--- config.mk ---
export PLATFORM = sky130hd
export DESIGN_NAME = player_move_ctrl_flat
export DESIGN_NICKNAME = d
export VERILOG_FILES = /design/src/rtl/player_move_ctrl_pkg.sv /design/src/rtl/player_move_ctrl_if.sv /design/src/rtl/player_move_ctrl_btn_edge_sync.sv /design/src/rtl/player_move_ctrl.sv /design/src/flat_wrapper.sv
export SDC_FILE = /design/constraint.sdc
export NUM_CORES = 1
export LEC_CHECK = 0
export BUFFER_PORTS_ARGS = -buffer_cell sky130_fd_sc_hd__buf_2
export CAP_MARGIN = 20
export CORE_MARGIN = 3
export CORE_UTILIZATION = 56
export CTS_CLUSTER_SIZE = 16
export DETAILED_ROUTE_END_ITERATION = 12
export PLACE_DENSITY = 0.83
export SKIP_LAST_GASP = 1
export SYNTH_ARGS = -nofsm -noshare
export SYNTH_HDL_FRONTEND = slang
export SYNTH_SLANG_ARGS = --single-unit
--- constraint.sdc ---
create_clock -name clk -period 3.45 [get_ports clk]
set_input_delay 0 -clock clk [delete_from_list [all_inputs] [get_ports clk]]
set_output_delay 0 -clock clk [all_outputs]
set_load 0.05 [all_outputs]
--- src/rtl/player_move_ctrl_pkg.sv ---
// Shared game parameters: map size, start tile, handshake timing and direction codes.
package player_move_ctrl_pkg;

    localparam int DEF_MAP_WIDTH       = 13;
    localparam int DEF_MAP_HEIGHT      = 13;
    localparam int DEF_START_X         = 6;
    localparam int DEF_START_Y         = 12;
    localparam int DEF_ACK_TIMEOUT     = 15;
    localparam int DEF_COOLDOWN_CYCLES = 4;
    localparam int CNT_W               = 8;

    typedef enum logic [1:0] {
        DIR_UP    = 2'd0,
        DIR_DOWN  = 2'd1,
        DIR_LEFT  = 2'd2,
        DIR_RIGHT = 2'd3
    } dir_e;

    typedef enum logic [1:0] {
        ST_IDLE     = 2'd0,
        ST_REQ      = 2'd1,
        ST_WAIT     = 2'd2,
        ST_COOLDOWN = 2'd3
    } state_e;

    // Button bit order is {right,left,down,up}; lower bits win.
    function automatic dir_e pick_dir(input logic [3:0] rise);
        if (rise[0])      return DIR_UP;
        else if (rise[1]) return DIR_DOWN;
        else if (rise[2]) return DIR_LEFT;
        else              return DIR_RIGHT;
    endfunction

endpackage

--- src/rtl/player_move_ctrl_if.sv ---
// Move request / commit handshake between the player controller and the map-interaction stage.
interface player_move_ctrl_if;

    logic       player_ask_move;
    logic [3:0] player_ask_x;
    logic [3:0] player_ask_y;
    logic       accept_move;
    logic [3:0] goto_x;
    logic [3:0] goto_y;
    logic [3:0] key_num_in;

    modport master (
        output player_ask_move, player_ask_x, player_ask_y,
        input  accept_move, goto_x, goto_y, key_num_in
    );

    modport slave (
        input  player_ask_move, player_ask_x, player_ask_y,
        output accept_move, goto_x, goto_y, key_num_in
    );

endinterface

--- src/rtl/player_move_ctrl_btn_edge_sync.sv ---
// Two-flop synchronizer per button bit followed by a one-cycle rising-edge pulse.
module btn_edge_sync #(
    parameter int WIDTH = 4
) (
    input  logic             clk,
    input  logic             rstn,
    input  logic [WIDTH-1:0] din,
    output logic [WIDTH-1:0] rise
);

    logic [WIDTH-1:0] s1_q, s1_d;
    logic [WIDTH-1:0] s2_q, s2_d;
    logic [WIDTH-1:0] prev_q, prev_d;

    always_comb begin
        s1_d   = din;
        s2_d   = s1_q;
        prev_d = s2_q;
    end

    always_ff @(posedge clk or negedge rstn) begin
        if (!rstn) begin
            s1_q   <= '0;
            s2_q   <= '0;
            prev_q <= '0;
        end else begin
            s1_q   <= s1_d;
            s2_q   <= s2_d;
            prev_q <= prev_d;
        end
    end

    assign rise = s2_q & ~prev_q;

endmodule

--- src/rtl/player_move_ctrl.sv ---
// Player move controller: one move request per button press, commits position/keys on accept.
//   state    | meaning
//   IDLE     | waiting for a fresh button edge
//   REQ      | single-cycle ask pulse with latched target
//   WAIT     | waiting for accept_move, bounded by ACK_TIMEOUT
//   COOLDOWN | dead time after commit or abandon
module player_move_ctrl
    import player_move_ctrl_pkg::*;
#(
    parameter int MAP_WIDTH       = DEF_MAP_WIDTH,
    parameter int MAP_HEIGHT      = DEF_MAP_HEIGHT,
    parameter int START_X         = DEF_START_X,
    parameter int START_Y         = DEF_START_Y,
    parameter int ACK_TIMEOUT     = DEF_ACK_TIMEOUT,
    parameter int COOLDOWN_CYCLES = DEF_COOLDOWN_CYCLES
) (
    input  logic               clk,
    input  logic               rstn,
    input  logic [3:0]         btn,
    player_move_ctrl_if.master mv,
    output logic [3:0]         player_x,
    output logic [3:0]         player_y,
    output logic [3:0]         key_num,
    output logic [1:0]         player_dir,
    output logic               busy
);

    localparam logic [3:0]       X_MAX     = 4'(MAP_WIDTH - 1);
    localparam logic [3:0]       Y_MAX     = 4'(MAP_HEIGHT - 1);
    localparam logic [3:0]       X_RST     = 4'(START_X);
    localparam logic [3:0]       Y_RST     = 4'(START_Y);
    localparam logic [CNT_W-1:0] ACK_LAST  = CNT_W'(ACK_TIMEOUT - 1);
    localparam logic [CNT_W-1:0] COOL_LOAD = CNT_W'(COOLDOWN_CYCLES - 1);

    logic [3:0] btn_rise;

    btn_edge_sync #(.WIDTH(4)) u_btn_edge_sync (
        .clk  (clk),
        .rstn (rstn),
        .din  (btn),
        .rise (btn_rise)
    );

    state_e           state_q, state_d;
    dir_e             dir_q, dir_d;
    logic [3:0]       x_q, x_d, y_q, y_d, key_q, key_d;
    logic [3:0]       ask_x_q, ask_x_d, ask_y_q, ask_y_d;
    logic             ask_q, ask_d, busy_q, busy_d;
    logic [CNT_W-1:0] cnt_q, cnt_d;

    dir_e       sel_dir;
    logic       blocked;
    logic [3:0] tgt_x, tgt_y;

    // Edge checks precede the +/-1 so an off-map target is never requested.
    always_comb begin
        sel_dir = pick_dir(btn_rise);
        tgt_x   = x_q;
        tgt_y   = y_q;
        blocked = 1'b0;
        case (sel_dir)
            DIR_UP: begin
                blocked = (y_q == 4'd0);
                tgt_y   = y_q - 4'd1;
            end
            DIR_DOWN: begin
                blocked = (y_q == Y_MAX);
                tgt_y   = y_q + 4'd1;
            end
            DIR_LEFT: begin
                blocked = (x_q == 4'd0);
                tgt_x   = x_q - 4'd1;
            end
            default: begin
                blocked = (x_q == X_MAX);
                tgt_x   = x_q + 4'd1;
            end
        endcase
    end

    always_comb begin
        state_d = state_q;
        dir_d   = dir_q;
        x_d     = x_q;
        y_d     = y_q;
        key_d   = key_q;
        ask_x_d = ask_x_q;
        ask_y_d = ask_y_q;
        ask_d   = 1'b0;
        busy_d  = busy_q;
        cnt_d   = cnt_q;
        case (state_q)
            ST_IDLE: begin
                if (|btn_rise) begin
                    dir_d = sel_dir;
                    if (!blocked) begin
                        ask_x_d = tgt_x;
                        ask_y_d = tgt_y;
                        ask_d   = 1'b1;
                        busy_d  = 1'b1;
                        state_d = ST_REQ;
                    end
                end
            end
            ST_REQ: begin
                cnt_d   = '0;
                state_d = ST_WAIT;
            end
            ST_WAIT: begin
                if (mv.accept_move) begin
                    x_d     = mv.goto_x;
                    y_d     = mv.goto_y;
                    key_d   = mv.key_num_in;
                    cnt_d   = COOL_LOAD;
                    state_d = ST_COOLDOWN;
                end else if (cnt_q == ACK_LAST) begin
                    cnt_d   = COOL_LOAD;
                    state_d = ST_COOLDOWN;
                end else begin
                    cnt_d = cnt_q + 1'b1;
                end
            end
            default: begin
                if (cnt_q == '0) begin
                    busy_d  = 1'b0;
                    state_d = ST_IDLE;
                end else begin
                    cnt_d = cnt_q - 1'b1;
                end
            end
        endcase
    end

    always_ff @(posedge clk or negedge rstn) begin
        if (!rstn) begin
            state_q <= ST_IDLE;
            dir_q   <= DIR_UP;
            x_q     <= X_RST;
            y_q     <= Y_RST;
            key_q   <= 4'd0;
            ask_x_q <= X_RST;
            ask_y_q <= Y_RST;
            ask_q   <= 1'b0;
            busy_q  <= 1'b0;
            cnt_q   <= '0;
        end else begin
            state_q <= state_d;
            dir_q   <= dir_d;
            x_q     <= x_d;
            y_q     <= y_d;
            key_q   <= key_d;
            ask_x_q <= ask_x_d;
            ask_y_q <= ask_y_d;
            ask_q   <= ask_d;
            busy_q  <= busy_d;
            cnt_q   <= cnt_d;
        end
    end

    assign mv.player_ask_move = ask_q;
    assign mv.player_ask_x    = ask_x_q;
    assign mv.player_ask_y    = ask_y_q;
    assign player_x           = x_q;
    assign player_y           = y_q;
    assign key_num            = key_q;
    assign player_dir         = dir_q;
    assign busy               = busy_q;

endmodule

--- src/flat_wrapper.sv ---
// flat-port wrapper written by rule: the top's interface ports become plain ports
module player_move_ctrl_flat import player_move_ctrl_pkg::*;
#(
    parameter int MAP_WIDTH       = DEF_MAP_WIDTH,
    parameter int MAP_HEIGHT      = DEF_MAP_HEIGHT,
    parameter int START_X         = DEF_START_X,
    parameter int START_Y         = DEF_START_Y,
    parameter int ACK_TIMEOUT     = DEF_ACK_TIMEOUT,
    parameter int COOLDOWN_CYCLES = DEF_COOLDOWN_CYCLES
)
  (clk, rstn, btn, player_x, player_y, key_num, player_dir, busy, mv_player_ask_move, mv_player_ask_x, mv_player_ask_y, mv_accept_move, mv_goto_x, mv_goto_y, mv_key_num_in);
  player_move_ctrl_if mv_i ();
  input  logic clk;
  input  logic rstn;
  input  logic [3:0] btn;
  output logic [3:0] player_x;
  output logic [3:0] player_y;
  output logic [3:0] key_num;
  output logic [1:0] player_dir;
  output logic busy;
  output wire logic [$bits(mv_i.player_ask_move)-1:0] mv_player_ask_move;
  output wire logic [$bits(mv_i.player_ask_x)-1:0] mv_player_ask_x;
  output wire logic [$bits(mv_i.player_ask_y)-1:0] mv_player_ask_y;
  input wire logic [$bits(mv_i.accept_move)-1:0] mv_accept_move;
  input wire logic [$bits(mv_i.goto_x)-1:0] mv_goto_x;
  input wire logic [$bits(mv_i.goto_y)-1:0] mv_goto_y;
  input wire logic [$bits(mv_i.key_num_in)-1:0] mv_key_num_in;
  assign mv_player_ask_move = mv_i.player_ask_move;
  assign mv_player_ask_x = mv_i.player_ask_x;
  assign mv_player_ask_y = mv_i.player_ask_y;
  assign mv_i.accept_move = mv_accept_move;
  assign mv_i.goto_x = mv_goto_x;
  assign mv_i.goto_y = mv_goto_y;
  assign mv_i.key_num_in = mv_key_num_in;
  player_move_ctrl #(.MAP_WIDTH(MAP_WIDTH), .MAP_HEIGHT(MAP_HEIGHT), .START_X(START_X), .START_Y(START_Y), .ACK_TIMEOUT(ACK_TIMEOUT), .COOLDOWN_CYCLES(COOLDOWN_CYCLES)) u_core (.clk(clk), .rstn(rstn), .btn(btn), .mv(mv_i), .player_x(player_x), .player_y(player_y), .key_num(key_num), .player_dir(player_dir), .busy(busy));
endmodule
==> impl_metrics.env, run 1 <==
export IMPL_status="finished, final reports clean"
export IMPL_start_kind="flip-flop"
export IMPL_synth_seq_cells=46
export IMPL_vias_per_cell=5.80
export IMPL_tns_ns=0
export IMPL_dpl_cell_count=309
export IMPL_antenna_found_initial=0
export IMPL_ctsResizeCount=0
export IMPL_cts_tree="built"
export IMPL_portBuffers=42
export IMPL_clk_pin_slew_ns=0.09
export IMPL_die_area_um2=5300
export IMPL_period_needed_ns=2.70
export IMPL_synth_ff_type="dfrtp_1"
export IMPL_grt_pass1_wl_mm=9.34
export IMPL_yosys_top_cells_count="dfrtp_1, mux2_2, a21oi_1"
export IMPL_clk_latency_ns=0.30
export IMPL_regToRegSetupSlack_ns=0.75
export IMPL_io_pins=43
export IMPL_antenna_cells=0
export IMPL_synth_nets=259
export IMPL_synth_top_area_cell="dfrtp_1"
export IMPL_drcViolationCount=0
export IMPL_wire_per_inst_um=15.5
export IMPL_final_cells=334
export IMPL_yosys_warnings=0
export IMPL_numCtsBuffers=5
export IMPL_p_leak_uw=0.00134
export IMPL_synth_distinct_cells=53
export IMPL_rsz0062_at_grt="false"
export IMPL_dp_hpwl_mm=3.48
export IMPL_grt_pass1_vias=1961
export IMPL_root_buffer="clkbuf_8"
export IMPL_avgSynthCellArea_um2=11.1
export IMPL_drtAntennaViolNets=0
export IMPL_cts_setup_buffers=0
export IMPL_syn_to_final_growth_pct=18.4
export IMPL_synth_area_leaders="dfrtp_1, mux2_2, dfstp_2, ha_1, a21oi_1"
export IMPL_peakVddDrop_mv=0.667
export IMPL_wl_mm=5.19
export IMPL_fin_hold_ws_ns=0.187
export IMPL_nNetsFinal=316
export IMPL_cp_arrival_ns=2.88
export IMPL_yosysMostFrequentCell="dfrtp_1"
export IMPL_grt_max_degree=47
export IMPL_h_tree_depth=2
export IMPL_finalClockSkew_ns=0.0121
export IMPL_hold_violations=0
export IMPL_vias=1936
export IMPL_slew_headroom_pct=36.1
export IMPL_path_max_fanout=13
export IMPL_max_cap_violations=0
export IMPL_grt_overflow=0
export IMPL_place_congestion=0.893
export IMPL_fin_crit_sh_pct=78.2
export IMPL_drive_gt1_share_pct=31.3
export IMPL_synthCells=226
export IMPL_dr_pass1_iters=4
export IMPL_cts_buffer_depth=2
export IMPL_drt_iter0_drc=171
export IMPL_async_flop_share_pct=100
export IMPL_power_density_nw_per_um2=1060
export IMPL_fmax_ghz=0.371
export IMPL_finalPower_uw=3130
export IMPL_clock_sinks=46
export IMPL_start_util_pct=60.3
export IMPL_setup_viol=0
export IMPL_synthesis_area_um2=2500
export IMPL_crit_required_ns=3.64
export IMPL_path_class="reg2reg"
export IMPL_holdCritPathClass="in2reg"
export IMPL_die_h_um=72.8
export IMPL_maxSlewViolCount=0
export IMPL_num_rows=23
export IMPL_tightest_slew_ns=0.959
export IMPL_die_w_um=72.8
export IMPL_critPathCaptureType="flip-flop"
export IMPL_yosysTopAreaCellShare_pct=38.1
export IMPL_synth_edff_count=0
export IMPL_yosysSeqAreaShare_pct=46.5
export IMPL_hold_buffers=17
export IMPL_fin_util_pct=71.4
export IMPL_track_usage_pct=22.4
export IMPL_core_area_um2=4140
## sequential cells by signal, summed over array words and instances, names as in the netlist
register	flops
u_core.cnt_q	8
u_core.key_num	4
u_core.mv.player_ask_x	4
u_core.mv.player_ask_y	4
u_core.player_x	4
u_core.player_y	4
u_core.u_btn_edge_sync.prev_d	4
u_core.u_btn_edge_sync.prev_q	4
u_core.u_btn_edge_sync.s1_q	4
u_core.player_dir	2
u_core.state_q	2
u_core.busy	1
u_core.mv.player_ask_move	1
## through the flow
step	worst slack, ns	area, µm²
after floorplan	0.877	2500
after detailed placement	0.785	2700
after global placement	0.913	2700
final	0.754	2960
after global routing	0.555	2960
after CTS	0.757	2960
## cell families (layout without fill, tap and decap cells)
kind of cell,count (synthesis),count (layout),synth area share (%)
AOI/OAI and AO/OA,53,53,14.0
xor gates and xnor gates,6,6,2.10
adders and majority gates,14,14,7.62
buffers and inverters,20,78,4.71
DFF,46,46,46.5
muxes,25,25,11.3
and+or+nand+nor,62,62,13.8
## area by class of cell
class / count / area, µm²
Clock buffer: 5 / 68.8
Clock inverter: 3 / 21.3
Fill cell: 307 / 1190
Inverter: 10 / 37.5
Multi-Input combinational cell: 160 / 1220
Sequential cell: 46 / 1160
Tap cell: 50 / 62.6
Timing Repair Buffer: 60 / 388
## worst max-delay path, stage by stage (launching register included)
cell	delay (ns)
dfrtp_1	0.40
nand2b_1	0.13
nand2_1	0.30
nor2_1	0.30
ha_1	0.31
a21oi_1	0.18
a21oi_1	0.09
or3b_2	0.47
xnor2_1	0.14
mux2_2	0.26
## cell usage in the layout, fill, tap and decap left out, types with 4 or more instances in the layout
master and n:
a31oi_1 6, nand3_1 11, buf_2 42, a21oi_1 15, dlygate4sd3_1 17, clkbuf_8 5
nand2_1 11, nor2_1 11, mux2_2 21, o21ai_0 11, o31ai_1 6, dfrtp_1 38
nand2b_1 4, nor3_1 4, dfstp_2 8, inv_1 10, ha_1 12
## metal layers
metal  wire length, µm  global-route usage, %  share of wire, %  vias up
li1                  -                      -                 -      932
met1              2250                   30.4                43      936
met2              2630                   37.1                51       64
met3               266                   3.72               5.1        4
met4                40                   6.35              0.77        0
met5                 0                      0                 0        -
## power by group
group          switching, µW  total (µW)  internal (µW)
Combinational           1170        1800            634
Clock                    184         326            142
Sequential               221         999            778
Total                   1570        3130           1550
## worst paths after layout
path                                             startpoint                          endpoint  depth (start not counted)
setup / recovery           u_core.u_btn_edge_sync.prev_d[0]         u_core.mv.player_ask_x[3]                          9
hold / removal                               mv_accept_move                   u_core.cnt_q[1]                          5
setup reg to reg           u_core.u_btn_edge_sync.prev_d[0]         u_core.mv.player_ask_x[3]                          9
hold reg to reg              u_core.u_btn_edge_sync.s1_q[2]  u_core.u_btn_edge_sync.prev_d[2]                          0
max in group asynchronous                              rstn                   u_core.cnt_q[0]                          2
min in group asynchronous                              rstn                 u_core.key_num[1]                          2
No activity file was read; power rests on OpenSTA's default activity.
==> run 2: changes to the inputs <==
==> constraint.sdc (replaced) <==
create_clock -name clk -period 2.5 [get_ports clk]
set_input_delay 0 -clock clk [delete_from_list [all_inputs] [get_ports clk]]
set_output_delay 0 -clock clk [all_outputs]
set_load 0.05 [all_outputs]
==> run 2 against run 1 <==
Sequential power is 36% higher. Count of clock-buffer cells in the layout stayed put. Wire length is 2.1% higher. Register-to-register slack worse by 0.54 ns. Clock power is 48% higher. Sequential share of layout area is 0.59 points lower. Sequential cell count stayed put. Critical endpoint unchanged.
==> impl_metrics.env, run 2 (same netlist as run 1, synthesis figures left out) <==
export IMPL_status="finished, final reports clean"
export IMPL_die_h_um=72.8
export IMPL_path_max_fanout=3
export IMPL_crit_required_ns=2.70
export IMPL_mostFrequentLayoutCell="buf_2"
export IMPL_rsz0062_at_grt="false"
export IMPL_portBuffers=42
export IMPL_die_area_um2=5300
export IMPL_clk_pin_slew_ns=0.09
export IMPL_fin_crit_sh_pct=91.4
export IMPL_die_w_um=72.8
export IMPL_p_leak_uw=0.00137
export IMPL_dr_pass1_iters=4
export IMPL_drcViolationCount=0
export IMPL_maxSlewViolCount=0
export IMPL_syn_to_final_growth_pct=20.2
export IMPL_grt_pass1_vias=2021
export IMPL_pwr_share_clk_pct=10.9
export IMPL_hold_violations=0
export IMPL_finalPower_uw=4420
export IMPL_drt_iter0_drc=199
export IMPL_track_usage_pct=22.3
export IMPL_antenna_cells=0
export IMPL_power_density_nw_per_um2=1470
export IMPL_switching_share_pct=50.0
export IMPL_place_congestion=0.936
export IMPL_max_cap_violations=0
export IMPL_fmax_ghz=0.438
export IMPL_power_frac_seq_pct=30.9
export IMPL_clk_latency_ns=0.30
export IMPL_antenna_found_initial=0
export IMPL_largest_reg_flops=8
export IMPL_fin_util_pct=72.5
export IMPL_period_needed_ns=2.28
export IMPL_vias_per_cell=5.73
export IMPL_root_buffer="clkbuf_8"
export IMPL_cp_arrival_ns=2.48
export IMPL_path_class="reg2reg"
export IMPL_grt_max_degree=47
export IMPL_critPathCaptureType="flip-flop"
export IMPL_num_rows=23
export IMPL_start_kind="flip-flop"
export IMPL_slew_headroom_pct=35.1
export IMPL_h_tree_depth=2
export IMPL_cts_setup_buffers=0
export IMPL_largest_register="u_core.cnt_q"
export IMPL_dp_hpwl_mm=3.64
export IMPL_tns_ns=0
export IMPL_wl_mm=5.30
export IMPL_cts_tree="built"
export IMPL_setup_viol=0
export IMPL_peakVddDrop_mv=0.935
export IMPL_wire_per_inst_um=15.6
export IMPL_numCtsBuffers=5
export IMPL_cts_buffer_depth=2
export IMPL_p_int_uw=2210
export IMPL_switching_power_uw=2210
export IMPL_tightest_slew_ns=0.974
export IMPL_drtAntennaViolNets=0
export IMPL_vias=1942
export IMPL_fill_cells=298
export IMPL_holdCritPathClass="in2reg"
export IMPL_grt_pass1_wl_mm=9.18
export IMPL_combPwrFrac_pct=58.2
export IMPL_start_util_pct=60.3
export IMPL_io_pins=43
export IMPL_grt_overflow=0
export IMPL_finalClockSkew_ns=0.00818
export IMPL_drive_gt1_share_pct=32.9
export IMPL_nNetsFinal=321
export IMPL_layout_common_cells="buf_2, dfrtp_1, mux2_2"
export IMPL_clock_sinks=46
export IMPL_core_area_um2=4140
==> run 2: worst paths after layout <==
kind	startpoint	to	slack [ns]	depth (start not counted)
min in group asynchronous	rstn	u_core.u_btn_edge_sync.s1_q[2]	0.40	2
worst min register to register	u_core.u_btn_edge_sync.s1_q[1]	u_core.u_btn_edge_sync.prev_d[1]	0.36	0
worst max-delay path	u_core.u_btn_edge_sync.prev_d[1]	u_core.mv.player_ask_x[3]	0.22	9
worst min-delay path	mv_accept_move	u_core.cnt_q[1]	0.19	5
max in group asynchronous	rstn	u_core.cnt_q[6]	1.50	2
worst max register to register	u_core.u_btn_edge_sync.prev_d[1]	u_core.mv.player_ask_x[3]	0.22	9
==> run 2: power groups by stage <==
stage          registers (µW)  clock network (µW)  logic (µW)
2_1_floorplan            1990                   0        1360
3_3_place_gp             1360                   0        2460
3_5_place_dp             1370                   0        2530
4_1_cts                  1360                 492        2560
5_1_grt                  1410                 535        2810
6_report                 1360                 482        2570
==> run 2: metal layers <==
metal	up-vias	track usage, %	wire, µm
met2	86	38.3	2650
met3	9	5.37	351
li1	942	-	-
met5	-	0	0
met1	905	27.6	2210
met4	0	7.58	75
==> run 2: what timing repair did <==
| action | in CTS | in global routing |
|---|---|---|
| hold buffers | 17 | 0 |
| endpoints found under the setup margin | 0 | 1 |
| resized for setup | 0 | 1 |
| hold endpoints to repair | 54 | 0 |
==> run 2: layout make-up <==
cell class / count / area, µm² / area share (%)
Tap cell: 50 / 62.6 / 2.08
Sequential cell: 46 / 1160 / 38.7
Inverter: 10 / 37.5 / 1.25
Clock inverter: 3 / 26.3 / 0.875
Clock buffer: 5 / 68.8 / 2.29
Multi-Input combinational cell: 160 / 1220 / 40.7
Timing Repair Buffer: 65 / 425 / 14.2
==> run 2: worst max-delay path, cell delays in order (launching register included) <==
cell and delay, ns:
dfrtp_1 0.40, nand2b_1 0.13, nand2_1 0.10, nor2_2 0.15, ha_1 0.29, a21oi_1 0.17
a21oi_1 0.10, or3b_2 0.46, xnor2_1 0.13, mux2_2 0.25
==> run 2: through the flow <==
stage / hold slack, ns / cells / cell area, µm² / setup WS [ns]
final: 0.187 / 339 / 3000 / 0.216
after global routing: 0.209 / 339 / 3000 / 0.0559
after CTS: 0.180 / 339 / 3000 / 0.162
after detailed placement: 0.109 / 314 / 2740 / 0.179
after global placement: 0.108 / 314 / 2740 / 0.274
after floorplan: -0.296 / 226 / 2500 / 0.0604
